===== src/rtl/transpose_pkg.sv =====
// Shared types and sizing helpers for the transpose FIFO feed sequencer.
package transpose_pkg;

  // Pass sequencing: fetch DIM vectors, drain with diagonal skew, pulse done.
  typedef enum logic [1:0] {
    IDLE  = 2'd0,
    LOAD  = 2'd1,
    DRAIN = 2'd2,
    DONE  = 2'd3
  } state_t;

  localparam int DIM_DEFAULT = 8;

  // Drain counter must reach 2*DIM-2 (last FIFO's last shift).
  function automatic int cnt_width(input int dim);
    return $clog2(2 * dim);
  endfunction

endpackage


===== src/rtl/skew_window_decode.sv =====
// Per-FIFO shift window: FIFO k shifts while cnt is in [k, k+DIM).
// The compare is done one bit wider than cnt because k+DIM can exceed
// the largest cnt value.
module skew_window_decode #(
  parameter int DIM  = 8,
  parameter int CNTW = 4
) (
  input  logic [CNTW-1:0] cnt_i,
  input  logic            en_i,
  output logic [DIM-1:0]  fifo_en_o
);

  localparam int WW = CNTW + 1;

  logic [WW-1:0] cnt_w;
  assign cnt_w = {1'b0, cnt_i};

  genvar gi;
  generate
    for (gi = 0; gi < DIM; gi++) begin : g_win
      localparam logic [WW-1:0] LO = WW'(gi);
      localparam logic [WW-1:0] HI = WW'(gi + DIM);
      assign fifo_en_o[gi] = en_i && (cnt_w >= LO) && (cnt_w < HI);
    end
  endgenerate

endmodule


===== src/rtl/transpose_feed_ctrl.sv =====
// Load/drain sequencer for a bank of DIM transpose FIFOs. Vector k is
// parallel-loaded into FIFO k, then all FIFOs shift out with one cycle of
// skew per FIFO. Only strobes are produced; data travels on the shared bus.
module transpose_feed_ctrl
  import transpose_pkg::*;
#(
  parameter int DIM  = DIM_DEFAULT,
  parameter int IDXW = $clog2(DIM),
  parameter int CNTW = cnt_width(DIM)
) (
  input  logic            clk,
  input  logic            rst_n,
  input  logic            start,
  input  logic            hold,
  output logic            rd_req,
  output logic [IDXW-1:0] rd_idx,
  input  logic            rd_valid,
  output logic [DIM-1:0]  fifo_wr,
  output logic [DIM-1:0]  fifo_en,
  output logic            busy,
  output logic            done
);

  localparam logic [IDXW-1:0] LAST_IDX = IDXW'(DIM - 1);
  localparam logic [CNTW-1:0] LAST_CNT = CNTW'(2 * DIM - 2);
  localparam logic [DIM-1:0]  WR_ONE   = DIM'(1);

  state_t          state_q, state_d;
  logic [IDXW-1:0] ld_idx_q, ld_idx_d;
  logic [CNTW-1:0] cnt_q, cnt_d;
  logic            drain_en;

  // State and counter registers; reset also abandons any pass in flight.
  always_ff @(posedge clk or negedge rst_n) begin
    if (!rst_n) begin
      state_q  <= IDLE;
      ld_idx_q <= '0;
      cnt_q    <= '0;
    end else begin
      state_q  <= state_d;
      ld_idx_q <= ld_idx_d;
      cnt_q    <= cnt_d;
    end
  end

  // Next-state: fetch advances on rd_valid, drain advances unless held.
  always_comb begin
    state_d  = state_q;
    ld_idx_d = ld_idx_q;
    cnt_d    = cnt_q;
    unique case (state_q)
      IDLE: begin
        if (start) begin
          state_d  = LOAD;
          ld_idx_d = '0;
        end
      end
      LOAD: begin
        if (rd_valid) begin
          if (ld_idx_q == LAST_IDX) begin
            state_d  = DRAIN;
            ld_idx_d = '0;
            cnt_d    = '0;
          end else begin
            ld_idx_d = ld_idx_q + IDXW'(1);
          end
        end
      end
      DRAIN: begin
        if (!hold) begin
          if (cnt_q == LAST_CNT) begin
            state_d = DONE;
            cnt_d   = '0;
          end else begin
            cnt_d = cnt_q + CNTW'(1);
          end
        end
      end
      DONE: begin
        state_d = IDLE;
      end
      default: begin
        state_d = IDLE;
      end
    endcase
  end

  // Outputs: status decoded from state; strobes gated by rd_valid / hold.
  always_comb begin
    rd_req   = (state_q == LOAD);
    rd_idx   = ld_idx_q;
    busy     = (state_q != IDLE);
    done     = (state_q == DONE);
    fifo_wr  = (state_q == LOAD && rd_valid) ? (WR_ONE << ld_idx_q) : '0;
    drain_en = (state_q == DRAIN) && !hold;
  end

  skew_window_decode #(
    .DIM  (DIM),
    .CNTW (CNTW)
  ) u_skew (
    .cnt_i     (cnt_q),
    .en_i      (drain_en),
    .fifo_en_o (fifo_en)
  );

endmodule

===== config.mk =====
export PLATFORM = sky130hd
export DESIGN_NAME = transpose_feed_ctrl
export DESIGN_NICKNAME = d
export VERILOG_FILES = /design/src/rtl/transpose_pkg.sv /design/src/rtl/skew_window_decode.sv /design/src/rtl/transpose_feed_ctrl.sv
export SDC_FILE = /design/constraint.sdc
export NUM_CORES = 1
export LEC_CHECK = 0
export BUFFER_PORTS_ARGS = -buffer_cell sky130_fd_sc_hd__buf_2
export CAP_MARGIN = 20
export CORE_MARGIN = 1
export CORE_UTILIZATION = 25
export CTS_CLUSTER_DIAMETER = 60
export DETAILED_ROUTE_END_ITERATION = 12
export SLEW_MARGIN = 10
export SYNTH_ARGS = -nofsm -noshare
export SYNTH_HDL_FRONTEND = slang
export SYNTH_SLANG_ARGS = --single-unit

===== constraint.sdc =====
create_clock -name clk -period 1.65 [get_ports clk]
set_clock_uncertainty 0.15 [all_clocks]
set_input_delay 0.2475 -clock clk [delete_from_list [all_inputs] [get_ports clk]]
set_output_delay 0.2475 -clock clk [all_outputs]
set_load 0.05 [all_outputs]

==> flow_summary.toml <==
[yosys]
async_flop_share = 1.00
synth_compound_area_frac = 0.196
yosysWarningCount = 0
synth-simple-area-share = 0.222
synth_top_area_frac = 0.251
yosysTopAreaCell = "dfrtp_1"
synthTopCellsByArea = "dfrtp_1 (25%), ha_1 (18%), nor2_1 (8.0%)"
synth.net_count = 130
muxShareOfSynthArea = 0.0363
seq_area_frac_synth = 0.251
synth-xor-area-share = 0.0489
synth_edf_count = 0
synth_top_family_by_area = "simple AND/OR/NAND/NOR gates"
synthDistinctLibCells = 31
syn_inst = 112
synth-main-ff-cell = "dfrtp_1"
avgSynthCellArea_um2 = 8.00
synth_fa_ha_area_frac = 0.182
ys_seq_elements = 9
syn_area_um2 = 896

[global_routing]
grt_overflow = 0
grt_max_degree = 14
grt_pass1_vias = 996
track_usage = 0.155
grt_pass1_wl_um = 4360
antenna_found_initial = 0

[place]
post-dp-hpwl_um = 2010
gp_congestion = 0.791
place_ws_ps = -94.0
port_buffers = 26

[critical_path]
rr_worst_depth = 6
crit_arrival_ps = 1470
crit_path_top_delay_cell = "dfrtp_2"
worstPathRequired_ps = 1250
crit_path_max_fanout = 4
endpoint = "fifo_en[1]"
endpoint_kind = "output port"
crit_path_start_kind = "flip-flop"
cp_num_cells = 6
critPathKind = "flip-flop to output port"
crit_start = "cnt_q[0]"
crit_chain = "inv_2 -> ha_4 -> nand2b_4 -> a21oi_2 -> o31a_4 -> buf_8"
r2r-start = "state_q[0]"
timing.rr.end = "cnt_q[0]"
critical-path-top-delay-family = "flip-flops"
r2r_slack_ps = -180
max_stage_delay_ps = 460
path_buf_inv = 2

[run]
drv_cap = 0

[routing]
wl_met1_um = 1160
first_pass_iters = 2
finalWirelength_um = 2640
via_count = 977
drc = 0
wl_met3_um = 42
top_layer = "met4"
wl_per_cell_um = 12.4
drtAntennaViolNets = 0
drt_iter0_markers = 43
avgViaCountPerCell = 4.59
wl_met2_um = 1430

[floorplanning]
die_area_um2 = 3830
rows = 21
fp.coreArea_um2 = 3390
die_h_um = 61.9
fp.dieW_um = 61.9
start_util = 0.264
io_pins = 27

[layout]
drive_gt1_frac = 0.701
mostFrequentLayoutCell = "buf_4"
antennaDiodeCount = 0
regArea_um2 = 236
layout.nets = 186
final_util = 0.548
multiInputGateArea_um2 = 932
n_fill_cell = 281
layout.cells.most_common_list = "buf_4 (23), nor2_4 (13), buf_8 (12), buf_6 (11)"
syn2layout_area_growth_pct = 107

[power_and_ir_drop]
power_density_nw_per_um2 = 1530
vdd_ir_drop_max_uv = 729
leakage_nw = 0.749
finalPower_mw = 2.84

[clock_network]
cts_buffers = 3
cts_root_buf = "clkbuf_4"
clk_path_buf_depth = 2
clkTransAtPathRegs_ps = 60
worstSkewPairLatency_ps = 260
clock_sinks = 9
cts_tree = "done"
htreeDepth = 1

[timing]
hold_viol = 0
rsz0062_at_grt = "yes"
min_period_ps = 1860
finalSetupViolCount = 23
fin_ws_ps = -213
slew_headroom = 0.777
max_slew.worst_pin.slew_ps = 332
fmax_ghz = 0.537
slew_violations = 0
period_share = 1.13

[worst_hold_path]
worstHoldPathType = "primary input to flip-flop"

[run_status]
outcome = "complete, but fails checks"
violations = "setup timing"
area by class of cell:
cell class / instances / area share
multi-input combinational: 89 / 0.502
timing repair buffer: 56 / 0.302
sequential: 9 / 0.127
tap: 46 / 0.0310
inverter: 9 / 0.0236
clock buffer: 4 / 0.0141
Yosys cell counts (all sizes together) (2+ instances only):
master / count
inv: 9
mux2: 2
nand3: 4
nand2: 11
xor2: 4
ha: 13
nor3: 2
and3: 2
buf: 4
o21ai: 6
a21oi: 5
dfrtp: 9
nand2b: 4
nor2: 20
a22o: 2
how the worst min path moves through the flow:
stage	start	endpoint	slack, ps	cells past startpoint
3_3_place_gp	rst_n	cnt_q[1]	-30	1
5_1_grt	start	rd_idx[1]	190	3
6_report	start	rd_idx[1]	180	3
4_1_cts	start	rd_idx[1]	170	3
2_1_floorplan	rst_n	cnt_q[0]	-200	0
3_5_place_dp	rst_n	cnt_q[1]	-30	1
metrics by stage:
stage | area (um^2) | TNS, ps | hold slack (ps) | std cells
after CTS | 1790 | -4050 | 168 | 213
after floorplan | 1140 | -912 | -198 | 112
after global routing | 1860 | -5090 | 192 | 213
after global placement | 1490 | -106 | -30.9 | 203
after detailed placement | 1490 | -613 | -33.8 | 203
final | 1860 | -3390 | 181 | 213
sequential cells by signal, indices dropped and copies added (netlist names):
signal   flops
cnt_q        4
rd_idx       3
state_q      2
layer usage:
| metal | GRT usage | up-vias |
|---|---|---|
| met4 | 0.0476 | 0 |
| met5 | 0 | - |
| met3 | 0.0248 | 2 |
| li1 | - | 496 |
| met1 | 0.198 | 469 |
| met2 | 0.269 | 10 |
worst register-to-register path: stages (launching register included):
cell and delay, ps:
dfrtp_1 400, buf_6 130, ha_4 180, buf_6 120
a21boi_4 140, a211o_4 310, mux2_2 270
kinds of logic after synthesis:
group | Yosys count
buffers and inverters | 14
AO/OA/AOI/OAI | 23
XOR/XNOR | 5
adder cells (fa/ha/maj) | 13
flip-flops | 9
AND/OR/NAND/NOR | 45
multiplexers | 3
timing repair:
item	4_1_cts	5_1_grt
resized for setup	61	23
hold buffers	1	0
setup endpoints to repair	21	28
endpoints found under the hold margin	9	0
buffers inserted	5	0
pin swaps	13	7
power by group:
part / switching (mW) / total [mW] / internal [mW]
combinational: 1.16 / 2.25 / 1.08
sequential: 0.113 / 0.416 / 0.303
clock: 0.0837 / 0.177 / 0.0934
Power figures use the tool's default switching activity.
